### config.mk
export PLATFORM = sky130hd
export DESIGN_NAME = normalize_iter_flat
export DESIGN_NICKNAME = d
export VERILOG_FILES = /design/src/rtl/normalize_iter_if.sv /design/src/rtl/normalize_iter.sv /design/src/flat_wrapper.sv
export SDC_FILE = /design/constraint.sdc
export NUM_CORES = 1
export LEC_CHECK = 0
export CORE_MARGIN = 5
export CORE_UTILIZATION = 53
export DETAILED_ROUTE_END_ITERATION = 10
export GPL_TIMING_DRIVEN = 0
export MAX_ROUTING_LAYER = met4
export PLACE_DENSITY = 0.83
export SYNTH_ARGS = -nofsm -noshare
export SYNTH_HDL_FRONTEND = slang
export SYNTH_SLANG_ARGS = --single-unit
### constraint.sdc
create_clock -name clk -period 7.3 [get_ports clk]
set_clock_uncertainty 0.2 [all_clocks]
set_input_delay 1.095 -clock clk [delete_from_list [all_inputs] [get_ports clk]]
set_output_delay 1.095 -clock clk [all_outputs]
set_load 0.1 [all_outputs]
### src/rtl/normalize_iter_if.sv
// Handshake bundle for normalize_iter: input vector channel and result channel.
// master: upstream producer / downstream consumer side; slave: the normalizer.
interface normalize_iter_if #(
    parameter int DATA_W = 8
) ();
    localparam int SHW = $clog2(DATA_W) + 1;

    logic              in_valid;
    logic              in_ready;
    logic [DATA_W-1:0] in_data;
    logic              out_valid;
    logic              out_ready;
    logic [DATA_W-1:0] out_data;
    logic [SHW-1:0]    out_shamt;
    logic              out_zero;

    modport master (
        output in_valid, in_data, out_ready,
        input  in_ready, out_valid, out_data, out_shamt, out_zero
    );

    modport slave (
        input  in_valid, in_data, out_ready,
        output in_ready, out_valid, out_data, out_shamt, out_zero
    );
endinterface

### src/rtl/normalize_iter.sv
// Multi-cycle leading-zero normalizer: shifts the accepted vector left until its
// MSB is set, examining up to STEP bits per cycle. Reports the shift applied and
// an all-zero flag. Result registers are held stable while DONE is backpressured.
// Optional build macro NORMALIZE_ZERO_BYPASS_EN: an all-zero input skips the
// SHIFT iterations and enters DONE on the acceptance edge itself.
module normalize_iter #(
    parameter int DATA_W = 8,
    parameter int STEP   = 1
) (
    input logic             clk,
    input logic             rst,
    normalize_iter_if.slave bus
);
    localparam int SHW = $clog2(DATA_W) + 1;
    localparam int WIN = (STEP < DATA_W) ? STEP : DATA_W;

    typedef enum logic [1:0] {
        S_IDLE,
        S_SHIFT,
        S_DONE
    } state_t;

    state_t            state_q, state_d;
    logic [DATA_W-1:0] work_q, work_d;
    logic [SHW-1:0]    cnt_q, cnt_d;
    logic [DATA_W-1:0] res_data_q, res_data_d;
    logic [SHW-1:0]    res_shamt_q, res_shamt_d;
    logic              res_zero_q, res_zero_d;

    logic [SHW-1:0]    z;
    logic              found;
    logic [SHW:0]      cnt_sum;

    // Leading zeros within the top WIN bits of the working vector (WIN if none set)
    always_comb begin
        z     = SHW'(WIN);
        found = 1'b0;
        for (int unsigned i = 0; i < WIN; i++) begin
            if (!found && work_q[DATA_W-1-i]) begin
                z     = SHW'(i);
                found = 1'b1;
            end
        end
    end

    // One extra bit so the running count cannot wrap before the zero test
    assign cnt_sum = {1'b0, cnt_q} + {1'b0, z};

    // Next-state, datapath updates and handshake outputs
    always_comb begin
        state_d       = state_q;
        work_d        = work_q;
        cnt_d         = cnt_q;
        res_data_d    = res_data_q;
        res_shamt_d   = res_shamt_q;
        res_zero_d    = res_zero_q;
        bus.in_ready  = (state_q == S_IDLE);
        bus.out_valid = (state_q == S_DONE);

        case (state_q)
            S_IDLE: begin
                if (bus.in_valid) begin
`ifdef NORMALIZE_ZERO_BYPASS_EN
                    if (bus.in_data == '0) begin
                        res_data_d  = '0;
                        res_shamt_d = '0;
                        res_zero_d  = 1'b1;
                        state_d     = S_DONE;
                    end else begin
                        work_d  = bus.in_data;
                        cnt_d   = '0;
                        state_d = S_SHIFT;
                    end
`else
                    work_d  = bus.in_data;
                    cnt_d   = '0;
                    state_d = S_SHIFT;
`endif
                end
            end

            S_SHIFT: begin
                work_d = work_q << z;
                cnt_d  = cnt_sum[SHW-1:0];
                if (z < SHW'(WIN)) begin
                    // A set bit lies inside the window: this shift finishes the job
                    res_data_d  = work_q << z;
                    res_shamt_d = cnt_sum[SHW-1:0];
                    res_zero_d  = 1'b0;
                    state_d     = S_DONE;
                end else if (cnt_sum >= (SHW+1)'(DATA_W)) begin
                    // Every original bit has been scanned without finding a one
                    res_data_d  = '0;
                    res_shamt_d = '0;
                    res_zero_d  = 1'b1;
                    cnt_d       = '0;
                    state_d     = S_DONE;
                end
            end

            S_DONE: begin
                if (bus.out_ready) begin
                    state_d = S_IDLE;
                end
            end

            default: begin
                state_d = S_IDLE;
            end
        endcase
    end

    // State and datapath registers; reset discards any work in flight
    always_ff @(posedge clk) begin
        if (rst) begin
            state_q     <= S_IDLE;
            work_q      <= '0;
            cnt_q       <= '0;
            res_data_q  <= '0;
            res_shamt_q <= '0;
            res_zero_q  <= 1'b0;
        end else begin
            state_q     <= state_d;
            work_q      <= work_d;
            cnt_q       <= cnt_d;
            res_data_q  <= res_data_d;
            res_shamt_q <= res_shamt_d;
            res_zero_q  <= res_zero_d;
        end
    end

    assign bus.out_data  = res_data_q;
    assign bus.out_shamt = res_shamt_q;
    assign bus.out_zero  = res_zero_q;

endmodule
### src/flat_wrapper.sv
// flat-port wrapper written by rule: the top's interface ports become plain ports
module normalize_iter_flat 
#(
    parameter int DATA_W = 8,
    parameter int STEP   = 1
)
  (clk, rst, bus_in_valid, bus_in_data, bus_out_ready, bus_in_ready, bus_out_valid, bus_out_data, bus_out_shamt, bus_out_zero);
  normalize_iter_if #(.DATA_W(DATA_W)) bus_i ();
  input logic clk;
  input logic rst;
  input wire logic [$bits(bus_i.in_valid)-1:0] bus_in_valid;
  input wire logic [$bits(bus_i.in_data)-1:0] bus_in_data;
  input wire logic [$bits(bus_i.out_ready)-1:0] bus_out_ready;
  output wire logic [$bits(bus_i.in_ready)-1:0] bus_in_ready;
  output wire logic [$bits(bus_i.out_valid)-1:0] bus_out_valid;
  output wire logic [$bits(bus_i.out_data)-1:0] bus_out_data;
  output wire logic [$bits(bus_i.out_shamt)-1:0] bus_out_shamt;
  output wire logic [$bits(bus_i.out_zero)-1:0] bus_out_zero;
  assign bus_i.in_valid = bus_in_valid;
  assign bus_i.in_data = bus_in_data;
  assign bus_i.out_ready = bus_out_ready;
  assign bus_in_ready = bus_i.in_ready;
  assign bus_out_valid = bus_i.out_valid;
  assign bus_out_data = bus_i.out_data;
  assign bus_out_shamt = bus_i.out_shamt;
  assign bus_out_zero = bus_i.out_zero;
  normalize_iter #(.DATA_W(DATA_W), .STEP(STEP)) u_core (.clk(clk), .rst(rst), .bus(bus_i));
endmodule
==> reports/results.tsv, run 1 <==
metric	value	unit
setup_tns	0	ns
most frequent cells in the layout	dfxtp_1 (27), clkdlybuf4s50_1 (26), nor2_1 (17)	
grt total ovfl	0	
Diodes inserted	0	
Final Cell Area	1550	um2
placed insts	187	
WL/cell	16.0	um
Lkg Pwr	0.582	nW
fin crit period	3.60	ns
CP Max Fanout	10	
first-pass GRT wire length	5160	um
Layout area overhead	26.5	%
reg2reg start	u_core.work_q[7]	
Detailed Place HPWL	2250	um
Worst-Margin Slew	0.981	ns
most common cell after layout, fill and taps aside	dfxtp_1	
Vias/cell	5.84	
antenna viol nets, final	0	
Synth Flop Type	dfxtp_1	
Top Ports	27	
total CTS buffers	3	
placed cell areas	1520	um2
Final period util	49.3	%
FP Rows	17	
crit-path max cell delay	1.18	ns
largest net degree at the start of global routing	17	
Cell Chain, Critical Path	buf_2 > nor2b_1 > clkdlybuf4s50_1	
highest clock rate	0.278	GHz
Setup Buffers After CTS	0	
critical path class	reg2out	
post-synthesis adder-cell area fraction	3.06	%
flop-to-flop setup slack	4.56	ns
Final Hold Viols	0	
Setup violations, final	0	
RePlAce Congestion	0.850	
Setup crit start	u_core.state_q[1]	
CP max stage cell	clkdlybuf4s50_1	
worst slack at placement	4.10	ns
Synth Area in Compound Gates	27.6	%
Arrival @ worst endpoint	2.30	ns
cts hold-fix bufs	0	
Seq/Total Area, Yosys	44.0	%
TritonCTS clock tree	built	
Critical Path Stages	3	
post-synth top area share	44.0	%
Worst path top cell family by delay	buffers and inverters	
synth top area cells	dfxtp_1 (44%), a22o_2 (7.3%), nor2_1 (5.2%)	
Post-Syn Area per Cell	9.23	um2
hold path cells	2	
share of layout cells above drive strength 1	14.1	%
Synthesis Warnings	0	
mux contribution to synthesized area	2.45	%
clk sinks	27	
Final #Nets	179	
Worst Setup EP	bus_out_valid	
drt first pass iters	7	
Worst Hold Class	reg2reg	
Worst-Skew Late Latency	0.35	ns
worst slew margin relative to its limit	34.4	%
die area	3380	um2
Critical Path Start Type	flip-flop	
max_cap viols	0	
Synth cell types	37	
IO Port Bufs	26	
synthesized flop and latch total	27	
vias in the first global route	1117	
Residual DRC	0	
Critical Path RT	6.00	ns
Die Span Y	58.1	um
Non-Filler Instances	191	
Worst Setup End Kind	primary output	
CP Buf/Inv Count	2	
Max VDD drop	147	uV
Post-synth EDFFs	0	
power per standard cell area	195	nW/um2
R2R depth	9	
clock buffer depth	2	
Simple-Gate Fraction of Synth Area	17.4	%
Routed WL	3050	um
Final Util	70.2	%
Syn Inst Count	133	
Synth Cell Area	1230	um2
Syn Nets	148	
DRT iter0 DRCs	38	
CTS Root Cell	clkbuf_4	
# H-tree levels	1	
final setup margin	3.70	ns
core box area	2210	um2
Final Slew Violations	0	
GRT Total Usage	20.2	%
ys async rst share	0	%
post-synthesis xor/xnor area fraction	0.714	%
RSZ-0062 raised after global routing	no	
initial core utilization	55.5	%
initial antenna violation count	0	
status	complete, no violations	
die width	58.1	um
Vias	1116	
R2R Path End	u_core.bus.out_shamt[2]	
Clock transition at path regs	0.16	ns
combinational family with the most area after synthesis	compound AO/OA/AOI/OAI gates	
Synth area leader	dfxtp_1	
PostCTS Resize Cnt	0	
-- state kept, by name, indices dropped and copies added, names as in the netlist, named ones only --
signal	flops
u_core.bus.out_data	8
u_core.bus.out_shamt	4
u_core.bus.out_zero	1
u_core.cnt_q	4
u_core.state_q	2
u_core.work_q	7
-- cell usage after synthesis (2+ instances only) --
master / count
inv_1: 3
a22o_2: 9
buf_2: 4
clkbuf_1: 4
a21oi_1: 9
nand3_1: 2
nand2_1: 5
dfxtp_1: 27
a211oi_1: 5
nand2b_1: 3
o21ai_0: 9
mux2i_1: 3
nor2_1: 17
or3_1: 5
ha_1: 3
nor2b_1: 2
nor3_1: 2
a32oi_1: 2
-- report_power, final --
group	internal [mW]	switching, mW	total (mW)
clock	0.0211	0.0474	0.0685
sequential	0.156	0.00754	0.163
combinational	0.0265	0.0452	0.0717
total	0.203	0.100	0.303
-- stage by stage --
step                      hold slack (ns)  power [mW]
after global placement              0.247       0.234
final                               0.277       0.303
after CTS                           0.286       0.305
after floorplan                     0.255       0.215
after global routing                0.314       0.318
after detailed placement            0.255       0.238
-- layer usage --
metal / up-vias / wire length (um) / part of all wire (%) / global-route usage (%)
met3: 5 / 153 / 5.0 / 3.34
met5: - / 0 / 0 / -
li1: 543 / - / - / -
met4: 0 / 55 / 1.8 / 8.94
met1: 524 / 1340 / 44 / 25.2
met2: 44 / 1500 / 49 / 32.1
-- cells by family after synthesis --
logic type      Yosys count
compound gates           45
xor+xnor                  1
buf+inv                  12
simple gates             42
mux                       3
fa+ha+maj                 3
flops                    27
-- final cells by class --
| class | count | area [um2] |
|---|---|---|
| multi-input cells | 94 | 629 |
| repair buffers | 26 | 260 |
| clock buffers | 3 | 22.5 |
| inverters | 3 | 11.3 |
| fillers | 190 | 659 |
| clock inverters | 1 | 7.51 |
| flip-flops and latches | 27 | 541 |
| well taps | 28 | 35.0 |
| plain buffers | 9 | 46.3 |
-- tightest hold or removal path, cell delays in order (launching register included) --
cell	delay, ns
dfxtp_1	0.34
nand2_1	0.05
a21oi_1	0.06
-- worst min-delay path by stage --
stage / slack [ns] / startpoint / end
after floorplan: 0.25 / u_core.work_q[6] / u_core.bus.out_data[6]
after global placement: 0.25 / u_core.bus.out_zero / u_core.bus.out_zero
after detailed placement: 0.25 / u_core.bus.out_zero / u_core.bus.out_zero
after CTS: 0.29 / u_core.bus.out_shamt[3] / u_core.bus.out_shamt[3]
after global routing: 0.31 / u_core.bus.out_shamt[1] / u_core.bus.out_shamt[1]
final: 0.28 / u_core.bus.out_shamt[3] / u_core.bus.out_shamt[3]
(Power assumes the default switching activity.)
==> run 2, diff against run 1 <==
- CORE_UTILIZATION: 53 -> 44
- PLACE_DENSITY: 0.83 -> 0.74
- clock period: 7.3 -> 3.1 ns (I/O delays scaled with it)
==> run 2 against run 1 <==
Net effect:
- non-clock buffer count unchanged
- hold slack got worse by 0.0072 ns
- critical endpoint unchanged
- highest routed layer unchanged
- clock power increased by 120%
- count of clock-buffer cells in the layout unchanged
- sequential cell count unchanged
- first-iteration DRC count increased by 7.9%
- register-to-register slack got worse by 4.2 ns
- sequential share of layout area about the same
==> reports/results.tsv, run 2 (synthesis results as in run 1) <==
metric	value	unit
Worst Hold Class	reg2reg	
share of layout cells above drive strength 1	14.1	%
setup_tns	0	ns
CP Buf/Inv Count	2	
most frequent cells in the layout	dfxtp_1 (27), clkdlybuf4s50_1 (26), nor2_1 (17)	
grt total ovfl	0	
Worst-Skew Late Latency	0.33	ns
power per standard cell area	451	nW/um2
Worst path top cell family by delay	buffers and inverters	
worst slew margin relative to its limit	34.4	%
Residual DRC	0	
CP max stage cell	clkdlybuf4s50_1	
RSZ-0062 raised after global routing	no	
Die Span Y	62.8	um
Routed WL	2720	um
max_cap viols	0	
status	complete, no violations	
IO Port Bufs	26	
Setup violations, final	0	
crit-path max cell delay	1.16	ns
Top Ports	27	
Vias/cell	5.63	
core box area	2710	um2
Worst-Margin Slew	0.981	ns
Setup Buffers After CTS	0	
FP Rows	19	
GRT Total Usage	14.6	%
register area	541	um2
Lkg Pwr	0.586	nW
Final period util	93.1	%
drt first pass iters	4	
TritonCTS clock tree	built	
largest net degree at the start of global routing	16	
hold path cells	2	
Final #Nets	179	
critical path class	reg2out	
Clock transition at path regs	0.15	ns
R2R depth	9	
Tot Pwr	0.701	mW
die area	3950	um2
CTS Root Cell	clkbuf_4	
area of the multi-input gates	629	um2
Cell Chain, Critical Path	buf_2 > nor2b_1 > clkdlybuf4s50_1	
fin crit period	2.89	ns
Diodes inserted	0	
Critical Path Start Type	flip-flop	
Critical Path RT	2.43	ns
Worst Setup End Kind	primary output	
Vias	1093	
Detailed Place HPWL	2020	um
initial core utilization	45.3	%
Critical Path Stages	3	
CP Max Fanout	10	
# H-tree levels	1	
highest clock rate	0.346	GHz
fill count	254	
antenna viol nets, final	0	
Hold WS	0.270	ns
DRT iter0 DRCs	41	
clk sinks	27	
WL/cell	14.0	um
die width	62.8	um
Final Slew Violations	0	
Max VDD drop	317	uV
PostCTS Resize Cnt	0	
Final Hold Viols	0	
vias in the first global route	965	
clock buffer depth	2	
cts hold-fix bufs	0	
most common cell after layout, fill and taps aside	dfxtp_1	
total CTS buffers	3	
Layout area overhead	26.6	%
max FFs per register	8	
initial antenna violation count	0	
first-pass GRT wire length	4700	um
RePlAce Congestion	0.898	
Arrival @ worst endpoint	2.22	ns
run 2: final cells by class:
class	count	share of cell area (%)
Sequential cell	27	34.8
Buffer	9	2.98
Clock buffer	3	1.45
Tap cell	31	2.50
Clock inverter	1	0.322
Inverter	3	0.725
Multi-Input combinational cell	94	40.5
Timing Repair Buffer	26	16.7
run 2: layer usage:
metal	vias to the layer above	wire [um]	global-route usage [%]
li1	548	-	-
met1	513	1280	19.8
met2	28	1260	21.2
met3	4	154	3.78
met4	0	30	4.77
met5	-	0	-
run 2: path summary, 6_finish.rpt:
kind              slack (ns)               startpoint                      end
setup reg to reg        0.36         u_core.work_q[7]   u_core.bus.out_data[4]
hold reg to reg         0.27  u_core.bus.out_shamt[3]  u_core.bus.out_shamt[3]
setup / recovery        0.21        u_core.state_q[1]            bus_out_valid
hold / removal          0.27  u_core.bus.out_shamt[3]  u_core.bus.out_shamt[3]
run 2: tightest hold or removal path, delay by kind of cell (launching register included):
family | cells | cell delay (ns)
DFF | 1 | 0.34
AOI/OAI and AO/OA | 1 | 0.05
and+or+nand+nor | 1 | 0.05
run 2: metrics by stage:
stage          area, um2  instances  setup slack [ns]  util (%)
2_1_floorplan       1230        133             0.581         -
3_3_place_gp        1530        190             0.476      56.3
3_5_place_dp        1530        190             0.446      56.3
4_1_cts             1550        194             0.206      57.3
5_1_grt             1550        194             0.125      57.3
6_report            1550        194             0.213      57.3
run 2: report_power, final:
group          internal, mW  switching, mW
logic                0.0622          0.102
registers             0.366         0.0170
clock network        0.0484          0.105
total                 0.477          0.224
==> run 3, diff against run 2 <==
- HOLD_SLACK_MARGIN: default -> 0.05
- PLACE_DENSITY: 0.74 -> default
- PLACE_DENSITY_LB_ADDON: default -> 0.25
==> run 3 against run 2 <==
Net effect:
- critical path depth did not move
- via count is 0.46% lower
- utilization is the same
- critical endpoint unchanged
- largest power group unchanged
- highest routed layer unchanged
==> reports/results.tsv, run 3 (synthesis results as in run 1) <==
metric	value	unit
Hold Startpoint	u_core.bus.out_shamt[3]	
Worst Setup End Kind	primary output	
area of the multi-input gates	629	um2
reg2reg start	u_core.work_q[7]	
initial core utilization	45.3	%
max FFs per register	8	
RSZ-0062 raised after global routing	no	
Die Span Y	62.8	um
setup_tns	0	ns
Lkg Pwr	0.586	nW
Routed WL	2970	um
RePlAce Congestion	0.807	
max_cap viols	0	
placed cell areas	1530	um2
R2R Path End	u_core.bus.out_data[4]	
GRT Total Usage	15.8	%
# H-tree levels	1	
core box area	2710	um2
PostCTS Resize Cnt	0	
Vias	1088	
most common cell after layout, fill and taps aside	dfxtp_1	
Setup Buffers After CTS	0	
vias in the first global route	1100	
Setup crit start	u_core.state_q[1]	
register area	541	um2
Critical Path RT	2.43	ns
initial antenna violation count	0	
FP Rows	19	
clock buffer depth	2	
Final period util	92.3	%
Top Ports	27	
Detailed Place HPWL	2150	um
cts hold-fix bufs	0	
Worst-Skew Late Latency	0.32	ns
power per standard cell area	453	nW/um2
Hold Path Sink	u_core.bus.out_shamt[3]	
DRT iter0 DRCs	39	
total CTS buffers	3	
Clock transition at path regs	0.14	ns
Final Slew Violations	0	
die area	3950	um2
Worst Hold Class	reg2reg	
critical path class	reg2out	
first-pass GRT wire length	5090	um
most frequent cells in the layout	dfxtp_1 (27), clkdlybuf4s50_1 (26), nor2_1 (17)	
IO Port Bufs	26	
share of layout cells above drive strength 1	14.1	%
largest net degree at the start of global routing	16	
Worst-Margin Slew	0.969	ns
highest clock rate	0.350	GHz
R2R depth	9	
grt total ovfl	0	
clk sinks	27	
status	complete, no violations	
die width	62.8	um
drt first pass iters	4	
Final Cell Area	1550	um2
Diodes inserted	0	
fill count	263	
Final #Nets	179	
Setup violations, final	0	
final setup margin	0.240	ns
Residual DRC	0	
Final Util	57.3	%
WL/cell	15.3	um
Vias/cell	5.61	
fin crit period	2.86	ns
Arrival @ worst endpoint	2.20	ns
CTS Root Cell	clkbuf_4	
Critical Path Start Type	flip-flop	
antenna viol nets, final	0	
Max VDD drop	319	uV
worst slew margin relative to its limit	35.2	%
CP Max Fanout	10	
TritonCTS clock tree	built	
Final Hold Viols	0	
worst slack at placement	0.415	ns
hold path cells	2	
Layout area overhead	26.6	%
flop-to-flop setup slack	0.36	ns
==> run 3: cell type report <==
class                           instances  share of cell area, %
Buffer                                  9                   2.98
Clock buffer                            3                   1.45
Clock inverter                          1                  0.322
Inverter                                3                  0.725
Multi-Input combinational cell         94                   40.5
Sequential cell                        27                   34.8
Tap cell                               31                   2.50
Timing Repair Buffer                   26                   16.7
==> run 3: per-layer routing <==
| metal | wire, um | part of all wire (%) | vias to the layer above | GRT usage [%] |
|---|---|---|---|---|
| met2 | 1340 | 45 | 33 | 24.1 |
| met3 | 184 | 6.2 | 2 | 3.78 |
| met1 | 1430 | 48 | 509 | 21.1 |
| met5 | 0 | 0 | - | - |
| met4 | 14 | 0.47 | 0 | 3.71 |
| li1 | - | - | 544 | - |
==> run 3: worst max-delay path, stage by stage, from the launching register on <==
cell	delay, ns
dfxtp_1	0.35
buf_2	0.19
nor2b_1	0.19
clkdlybuf4s50_1	1.15
==> run 3: worst max-delay path by stage <==
stage	to	slack (ns)
4_1_cts	bus_out_valid	0.21
3_5_place_dp	u_core.bus.out_data[4]	0.42
6_report	bus_out_valid	0.24
3_3_place_gp	u_core.bus.out_data[6]	0.46
5_1_grt	bus_out_valid	0.11
2_1_floorplan	bus_out_valid	0.58
==> run 3: through the flow <==
step / hold slack (ns) / total power, mW / instances
after floorplan: 0.255 / 0.507 / 133
after global placement: 0.248 / 0.554 / 190
after detailed placement: 0.258 / 0.558 / 190
after CTS: 0.291 / 0.709 / 194
after global routing: 0.318 / 0.745 / 194
final: 0.285 / 0.703 / 194
==> run 3: where the power goes <==
| part | switching [mW] | total [mW] | leakage (nW) | internal (mW) |
|---|---|---|---|---|
| registers | 0.0169 | 0.383 | 0.220 | 0.366 |
| logic | 0.106 | 0.169 | 0.348 | 0.0623 |
| clock network | 0.103 | 0.151 | 0.0177 | 0.0482 |
